==> src/rtl/reset_sequencer_pkg.sv <==
// Shared encodings, default parameters and helpers for the reset sequencer.
// Imported by reset_sequencer and rstseq_wdt.
package reset_sequencer_pkg;

    typedef enum logic [1:0] {
        RSTSEQ_ST_ASSERT  = 2'd0,
        RSTSEQ_ST_RELEASE = 2'd1,
        RSTSEQ_ST_RUN     = 2'd2
    } rstseq_state_e;

    localparam int RSTSEQ_N_CH_DEF       = 3;
    localparam int RSTSEQ_STRETCH_DEF    = 4;
    localparam int RSTSEQ_STAGGER_DEF    = 2;
    localparam int RSTSEQ_WDT_CYCLES_DEF = 8;

    // Sequence-counter value at which channel ch is released on the following edge.
    function automatic int rstseq_release_at(input int stretch, input int stagger, input int ch);
        return stretch - 1 + ch * stagger;
    endfunction

    function automatic int rstseq_cnt_width(input int n_ch, input int stretch, input int stagger);
        return $clog2(stretch + (n_ch - 1) * stagger + 2);
    endfunction

endpackage

==> src/rtl/rstseq_wdt.sv <==
// Watchdog for the reset sequencer: counts RUN cycles without a heartbeat.
// Only compiled when RSTSEQ_WDT_EN is defined.
`ifdef RSTSEQ_WDT_EN
module rstseq_wdt
    import reset_sequencer_pkg::*;
#(
    parameter int WDT_CYCLES = RSTSEQ_WDT_CYCLES_DEF
) (
    input  logic clock,
    input  logic reset,
    input  logic i_run,
    input  logic i_heartbeat,
    output logic o_timeout
);

    localparam int WDT_W = $clog2(WDT_CYCLES);
    localparam logic [WDT_W-1:0] WDT_LAST = WDT_W'(WDT_CYCLES - 1);

    logic [WDT_W-1:0] r_wdt_cnt;

    // Held at zero outside RUN, so every entry to RUN starts a fresh window.
    always_ff @(posedge clock) begin
        if (reset || !i_run || i_heartbeat) begin
            r_wdt_cnt <= '0;
        end else if (r_wdt_cnt != WDT_LAST) begin
            r_wdt_cnt <= r_wdt_cnt + WDT_W'(1);
        end
    end

    assign o_timeout = i_run && !i_heartbeat && (r_wdt_cnt == WDT_LAST);

endmodule
`endif

==> src/rtl/reset_sequencer.sv <==
// Reset stretcher and staggered multi-channel release sequencer with soft reset.
// Optional watchdog re-entry into reset is enabled by defining RSTSEQ_WDT_EN.
module reset_sequencer
    import reset_sequencer_pkg::*;
#(
    parameter int N_CH       = RSTSEQ_N_CH_DEF,
    parameter int STRETCH    = RSTSEQ_STRETCH_DEF,
    parameter int STAGGER    = RSTSEQ_STAGGER_DEF,
    parameter int WDT_CYCLES = RSTSEQ_WDT_CYCLES_DEF
) (
    input  logic            clock,
    input  logic            reset,
    input  logic            soft_reset,
    input  logic            heartbeat,
    output logic [N_CH-1:0] rst_out,
    output logic            ready,
    output logic            wdt_fired,
    output logic [1:0]      state
);

    localparam int CNT_W = rstseq_cnt_width(N_CH, STRETCH, STAGGER);

    rstseq_state_e    r_state,   w_state_nxt;
    logic [CNT_W-1:0] r_cnt,     w_cnt_nxt;
    logic [N_CH-1:0]  r_rst_out, w_rst_nxt;
    logic             r_ready,   w_ready_nxt;
    logic [N_CH-1:0]  w_rel;
    logic             w_timeout;

    always_comb begin
        for (int i = 0; i < N_CH; i++) begin
            w_rel[i] = (int'(r_cnt) >= rstseq_release_at(STRETCH, STAGGER, i));
        end
    end

`ifdef RSTSEQ_WDT_EN
    logic w_run;
    logic r_wdt_fired;

    assign w_run = (r_state == RSTSEQ_ST_RUN);

    rstseq_wdt #(
        .WDT_CYCLES (WDT_CYCLES)
    ) u_wdt (
        .clock       (clock),
        .reset       (reset),
        .i_run       (w_run),
        .i_heartbeat (heartbeat),
        .o_timeout   (w_timeout)
    );

    // A simultaneous soft reset takes the restart, so the flag is left alone.
    always_ff @(posedge clock) begin
        if (reset) begin
            r_wdt_fired <= 1'b0;
        end else if (w_timeout && !soft_reset) begin
            r_wdt_fired <= 1'b1;
        end
    end

    assign wdt_fired = r_wdt_fired;
`else
    logic w_unused_heartbeat;
    localparam int unused_wdt_cycles = WDT_CYCLES;

    assign w_unused_heartbeat = heartbeat;
    assign w_timeout          = 1'b0;
    assign wdt_fired          = 1'b0;
`endif

    // NOTE: every next-state signal gets a default first, so no path through this block infers a latch.
    always_comb begin
        w_state_nxt = r_state;
        w_cnt_nxt   = r_cnt;
        w_rst_nxt   = r_rst_out;
        w_ready_nxt = r_ready;

        if (soft_reset || w_timeout) begin
            w_state_nxt = RSTSEQ_ST_ASSERT;
            w_cnt_nxt   = '0;
            w_rst_nxt   = '1;
            w_ready_nxt = 1'b0;
        end else begin
            unique case (r_state)
                RSTSEQ_ST_ASSERT: begin
                    w_cnt_nxt   = r_cnt + CNT_W'(1);
                    w_rst_nxt   = r_rst_out & ~w_rel;
                    w_ready_nxt = 1'b0;
                    if (int'(r_cnt) == STRETCH - 1) begin
                        w_state_nxt = RSTSEQ_ST_RELEASE;
                    end
                end
                RSTSEQ_ST_RELEASE: begin
                    // Masking with the current value keeps released channels released.
                    w_cnt_nxt = r_cnt + CNT_W'(1);
                    w_rst_nxt = r_rst_out & ~w_rel;
                    if (!r_rst_out[N_CH-1]) begin
                        w_state_nxt = RSTSEQ_ST_RUN;
                        w_ready_nxt = 1'b1;
                    end
                end
                RSTSEQ_ST_RUN: begin
                    w_rst_nxt   = '0;
                    w_ready_nxt = 1'b1;
                end
                default: begin
                    w_state_nxt = RSTSEQ_ST_ASSERT;
                    w_cnt_nxt   = '0;
                    w_rst_nxt   = '1;
                    w_ready_nxt = 1'b0;
                end
            endcase
        end
    end

    // NOTE: sequential state uses non-blocking assignments so all registers update together at the edge.
    always_ff @(posedge clock) begin
        if (reset) begin
            r_state   <= RSTSEQ_ST_ASSERT;
            r_cnt     <= '0;
            r_rst_out <= '1;
            r_ready   <= 1'b0;
        end else begin
            r_state   <= w_state_nxt;
            r_cnt     <= w_cnt_nxt;
            r_rst_out <= w_rst_nxt;
            r_ready   <= w_ready_nxt;
        end
    end

    assign rst_out = r_rst_out;
    assign ready   = r_ready;
    assign state   = r_state;

endmodule

==> config.mk <==
export PLATFORM = sky130hd
export DESIGN_NAME = reset_sequencer
export DESIGN_NICKNAME = d
export VERILOG_FILES = /design/src/rtl/reset_sequencer_pkg.sv /design/src/rtl/rstseq_wdt.sv /design/src/rtl/reset_sequencer.sv
export SDC_FILE = /design/constraint.sdc
export NUM_CORES = 1
export LEC_CHECK = 0
export BUFFER_PORTS_ARGS = -buffer_cell sky130_fd_sc_hd__clkbuf_2
export CELL_PAD_IN_SITES_DETAIL_PLACEMENT = 0
export CELL_PAD_IN_SITES_GLOBAL_PLACEMENT = 1
export CORE_MARGIN = 2
export CORE_UTILIZATION = 38
export DETAILED_ROUTE_END_ITERATION = 16
export GPL_ROUTABILITY_DRIVEN = 0
export MAX_ROUTING_LAYER = met4
export PLACE_DENSITY_LB_ADDON = 0.05
export SYNTH_ARGS = -nofsm -noshare
export SYNTH_HDL_FRONTEND = slang
export SYNTH_SLANG_ARGS = --single-unit
==> constraint.sdc <==
create_clock -name clock -period 1.8 [get_ports clock]
set_clock_uncertainty 0.1 [all_clocks]
set_input_delay 0.36 -clock clock [delete_from_list [all_inputs] [get_ports clock]]
set_output_delay 0.36 -clock clock [all_outputs]
set_load 0.1 [all_outputs]
Word level (Yosys, flattened, before mapping)
Index checks and enable logic that the tools add are counted.
- bitwise logic cells: 3
- magnitude comparators: 3
- equal/unequal tests: 5
- add/sub/neg operators: 1
- reductions and logical operators: 4
- mux-type cells: 7
- operator list (operator ; number):
    4-bit by 3-bit >= comparator with 1-bit output, second input constant ; 2
    4-bit case mux with 2 select lines ; 1
    2-bit case mux with 3 select lines ; 1
    3-bit case mux with 2 select lines ; 1
    4-bit by 1-bit adder with 4-bit output, second input constant ; 1
    4-bit by 3-bit == test with 1-bit output, second input constant ; 1
    4-bit by 2-bit >= comparator with 1-bit output, second input constant ; 1
    2-bit two-way mux ; 2
    2-bit != test, second input constant ; 2
    2-bit OR reduction ; 2
    3-bit bitwise AND ; 1
    3-bit inverter ; 1
    3-bit AND reduction ; 1
    2-bit by 1-bit == test with 1-bit output, second input constant ; 1
    2-bit == test, second input constant ; 1
    2-bit logical NOT ; 1
    1-bit case mux with 2 select lines ; 1
    1-bit two-way mux ; 1
    1-bit inverter ; 1
- input port bits: 4
- output and inout bits: 7
- logic and storage cells: 27
- flip-flop bits (word level): 10

Logic depth before layout (Yosys ltp)
- word-level depth: 4
- gate-level depth with buffers: 6
- gate-level depth less buffers: 5

Worst setup path before layout
Ideal clock, no wire load.
- kind: register to register
- start point: reg r_state[0] (netlist: state[0])
- end point: reg r_state[1] (netlist: state[1])
- path buffers: 1
- stages on the path, launching flop included: 7
- period minus slack after synthesis: 2.204 ns
- arrival: 1.986 ns
- setup time: 0.117 ns
- data required time: 1.583 ns
- path slack: -0.404 ns
- path through: dfxtp_1 -> inv_1 -> ha_1 -> buf_6 -> nor2b_4 -> nand3_1 -> a32o_1
- cells in the longest elaborated chain, start to end: 3
- elaborated cells on any way between the ends: 8
- classes of those cells: eq/ne: 4; mux: 1; bitwise: 1; reduce/logical: 2
- RTL lines (element ; line ; text):
    start: declaration ; reset_sequencer.sv:23 ; rstseq_state_e r_state, w_state_nxt;
    start signal: assignment ; reset_sequencer.sv:124 ; r_state <= w_state_nxt;
    2-bit by 1-bit == test with 1-bit output (tied with other cells) ; reset_sequencer.sv:84 ; unique case (r_state)
    2-bit != test (no line) / 1-bit inverter (equally long branches) ; - ;
    3-bit AND reduction (no line) ; - ;
Parallel ways exist; a longest one is shown, timed or not.
A chain may end at the register's enable or synchronous reset.

Final worst setup path
- start point: reg r_rst_out[2] (netlist: rst_out[2])
- end point: out rst_out[2]
- RTL lines (element ; line ; text):
    start: declaration ; reset_sequencer.sv:25 ; logic [N_CH-1:0] r_rst_out, w_rst_nxt;
    start signal: assignment ; reset_sequencer.sv:126 ; r_rst_out <= w_rst_nxt;
    end: declaration ; reset_sequencer.sv:15 ; output logic [N_CH-1:0] rst_out,
No word-level cell between the ends.

==> metrics.md <==
| Metric | Value |
|---|---|
| Top cell type's share of synthesized area | 37.0% |
| Syn avg cell area | 9.48 sq um |
| Final Hold Slack | 0.300 ns |
| ANT cells | 0 |
| Post-route non-filler standard cell count | just over 80 |
| Commonest non-fill, non-tap cell in the layout | nor2_1 |
| Status | finished clean |
| Crit. Startpoint | rst_out[2]$_SDFF_PP1_ |
| H-tree levels | 1 |
| Pre-antenna DRT Iters | 2 |
| Clock power frac | around 44% |
| # fillers | 139 |
| Critical-path top delay cell | clkbuf_2 |
| Crit path kind | reg2out |
| CP delay by family, top | buffers and inverters |
| CTS Sinks | 10 |
| CP bufs+invs | 1 |
| Commonest cells after routing, fill and taps aside | 9 x nor2_1, 8 x clkbuf_2, 8 x dfxtp_1, 6 x ha_1, 5 x inv_1 |
| Sw Pwr | about 110 uW |
| Pwr per Cell Area | about 740 mW/mm^2 |
| Routed wire length | slightly above 900 microns |
| Root Buffer | clkbuf_4 |
| Final Cycle Share | 90.9% |
| Die Wd | 41.7 microns |
| Worst vdd rail ir drop | 263 uV |
| Switching Share | a little under a quarter |
| Global route overflow | 0 |
| RR Endpoint | state[1]$_SDFFE_PP0P_ |
| Initial cell density of the core | 41.0% |
| R2R depth | 5 |
| Syn Nets | between 60 and 70 |
| # hold bufs at CTS | 0 |
| Clock Latency Late Sink | approximately 0.26 ns |
| Area of the multi-input gates | 303 sq um |
| DR WL met2 | 379 microns |
| Initial drt markers | 2 |
| Setup repair bufs after CTS | 0 |
| FP Rows | 13 |
| Tmin final | 1.64 ns |
| # DRC | 0 |
| Vias in the first global route | 382 |
| CTS tree | done |
| Register area share after synthesis | 37.0% |
| Setup TNS Final | 0 ns |
| Yosys Warn Count | 0 |
| R2R setup slack | 0.29 ns |
| Endpoint class of the critical path | output port |
| CP Max Fanout | 5 |
| Crit-path max cell delay | 0.49 ns |
| Synth unique cells | 23 |
| Initial antenna violation count | 0 |
| Setup violators final | 0 |
| Ports | 11 |
| Die area | 0.00174 sq mm |
| Via Count | 393 |
| Routed Antenna Nets | 0 |
| Metal3 WL | 33 microns |
| Hold crit path type | in2reg |
| Pint | 355 uW |
| First-pass GRT wire length | 1630 microns |
| Layout cell share with drive strength beyond 1 | 31.3% |
| Vias per cell | 4.79 |
| # Max-Cap Violations | 0 |
| Comb power frac | 7.0% |
| Register area | roughly 210 sq um |
| Layout area overhead | 15.0% |
| Post_cts resized | 0 |
| CORE AREA | 0.00132 sq mm |
| CP required | 1.34 ns |
| Top layer in use | met3 |
| WHS Endpoint | ready$_SDFFE_PP0P_ |
| Seq cells post-synth | 10 |
| Vert. Die Dim | 41.7 microns |
| Worst-path cell chain | clkbuf_2 |
| Final Slew Violations | 0 |
| Mapped Cells | between 50 and 60 |
| RSZ-0062 raised after global routing | false |
| Number of port buffers | 8 |
| Dpl hpwl | 724 microns |
| Cell total after placement | approximately 80 |
| CTS clk-pin slew, worst paths | 0.07 ns |
| Worst-Margin Slew | 0.538 ns |
| Pin count of the biggest net entering global routing | 8 |
| Max-slew headroom | around 64% |
| Max Clk Rate | between 600 and 700 MHz |
| Metal1 wirelength | 511 microns |
| P_leak | about 0.26 nW |
| Num CTS Buffers | 3 |
| Fin. Hold Viols | 0 |
| Fin nets | slightly below 80 |
| Total track usage | 12.6% |
| Reg power frac | 49.0% |
| Hold Crit Depth | 3 |
| Mapped Area | 541 sq um |
| HP Start | reset |
| Bufs on Longest Clock Path | 2 |
| Leading area contributor after synthesis | dfxtp_1 |
| Wire per inst | 11.3 microns |
| Arr. time, crit path | 1.18 ns |
| Reg2reg start | state[0]$_SDFFE_PP0P_ |
| Synth area leaders | dfxtp_1 37%, ha_1 14%, nor2_1 6.3% |
| Worst Setup Start Kind | register |
how the worst max path moves through the flow:
| stage | endpoint | slack (ns) | cells after the start |
|---|---|---|---|
| after CTS | rst_out[2] | 0.15 | 1 |
| final | rst_out[2] | 0.16 | 1 |
| after global routing | rst_out[2] | 0.11 | 1 |
| after detailed placement | state[1]$_SDFFE_PP0P_ | 0.31 | 5 |
| after global placement | state[1]$_SDFFE_PP0P_ | 0.30 | 5 |
| after floorplan | state[1]$_SDFFE_PP0P_ | 0.09 | 5 |
routing by layer:
layer  vias to the layer above  global-route usage [%]
li1                        210                       -
met4                         0                    5.81
met2                         8                    17.5
met3                         0                    3.91
met1                       175                    16.7
met5                         -                       -
state kept, by name, indices dropped and copies added (netlist names):
| register | cells |
|---|---|
| r_cnt | 4 |
| ready | 1 |
| rst_out | 3 |
| state | 2 |
through the flow:
step | util [%] | power, mW | instance area (sq um) | setup slack (ns)
after floorplan | - | 0.258 | 546 | 0.0908
after global placement | 44.4 | 0.263 | 586 | 0.299
after detailed placement | 44.4 | 0.263 | 586 | 0.314
after CTS | 47.2 | 0.470 | 622 | 0.147
after global routing | 47.2 | 0.489 | 622 | 0.107
final | 47.2 | 0.460 | 622 | 0.163
worst register-to-register path, stage by stage (launching register included):
cell	delay, ns
dfxtp_4	0.35
inv_1	0.08
ha_1	0.34
nor2b_4	0.17
nand3_1	0.11
a32o_1	0.26
Yosys cell counts (all sizes together):
| cell type | instances |
|---|---|
| or2 | 1 |
| nand4b | 1 |
| nor2b | 1 |
| nor2 | 9 |
| ha | 6 |
| nor4b | 1 |
| a21boi | 1 |
| a32o | 1 |
| o31ai | 1 |
| o21ai | 2 |
| conb | 1 |
| a21oi | 2 |
| buf | 2 |
| a31o | 3 |
| xor2 | 2 |
| inv | 5 |
| dfxtp | 10 |
| nand3 | 2 |
| nand2 | 3 |
| mux2i | 1 |
| a21bo | 1 |
| xnor2 | 1 |
cell families after synthesis:
family                   count (synthesis)  share of synthesized area [%]
AO/OA/AOI/OAI                           11                           16.0
XOR/XNOR                                 3                           4.86
adder cells (fa/ha/maj)                  6                           13.9
buffers and inverters                    7                           6.95
flip-flops                              10                           37.0
multiplexers                             1                           1.85
other                                    1                          0.694
AND/OR/NAND/NOR                         18                           18.7
power by group through the flow:
stage / registers, mW / clock network [mW] / logic (mW)
3_3_place_gp: 0.230 / 0 / 0.0323
6_report: 0.225 / 0.202 / 0.0322
2_1_floorplan: 0.232 / 0 / 0.0258
3_5_place_dp: 0.231 / 0 / 0.0325
4_1_cts: 0.225 / 0.212 / 0.0327
5_1_grt: 0.226 / 0.227 / 0.0362
layout make-up:
type	instances	share of cell area [%]
clock buffer	4	5.84
timing repair buffer	8	6.44
tap	15	3.02
sequential	10	33.0
inverter	5	3.02
multi-input combinational	40	48.7
Power figures use the tool's default switching activity.
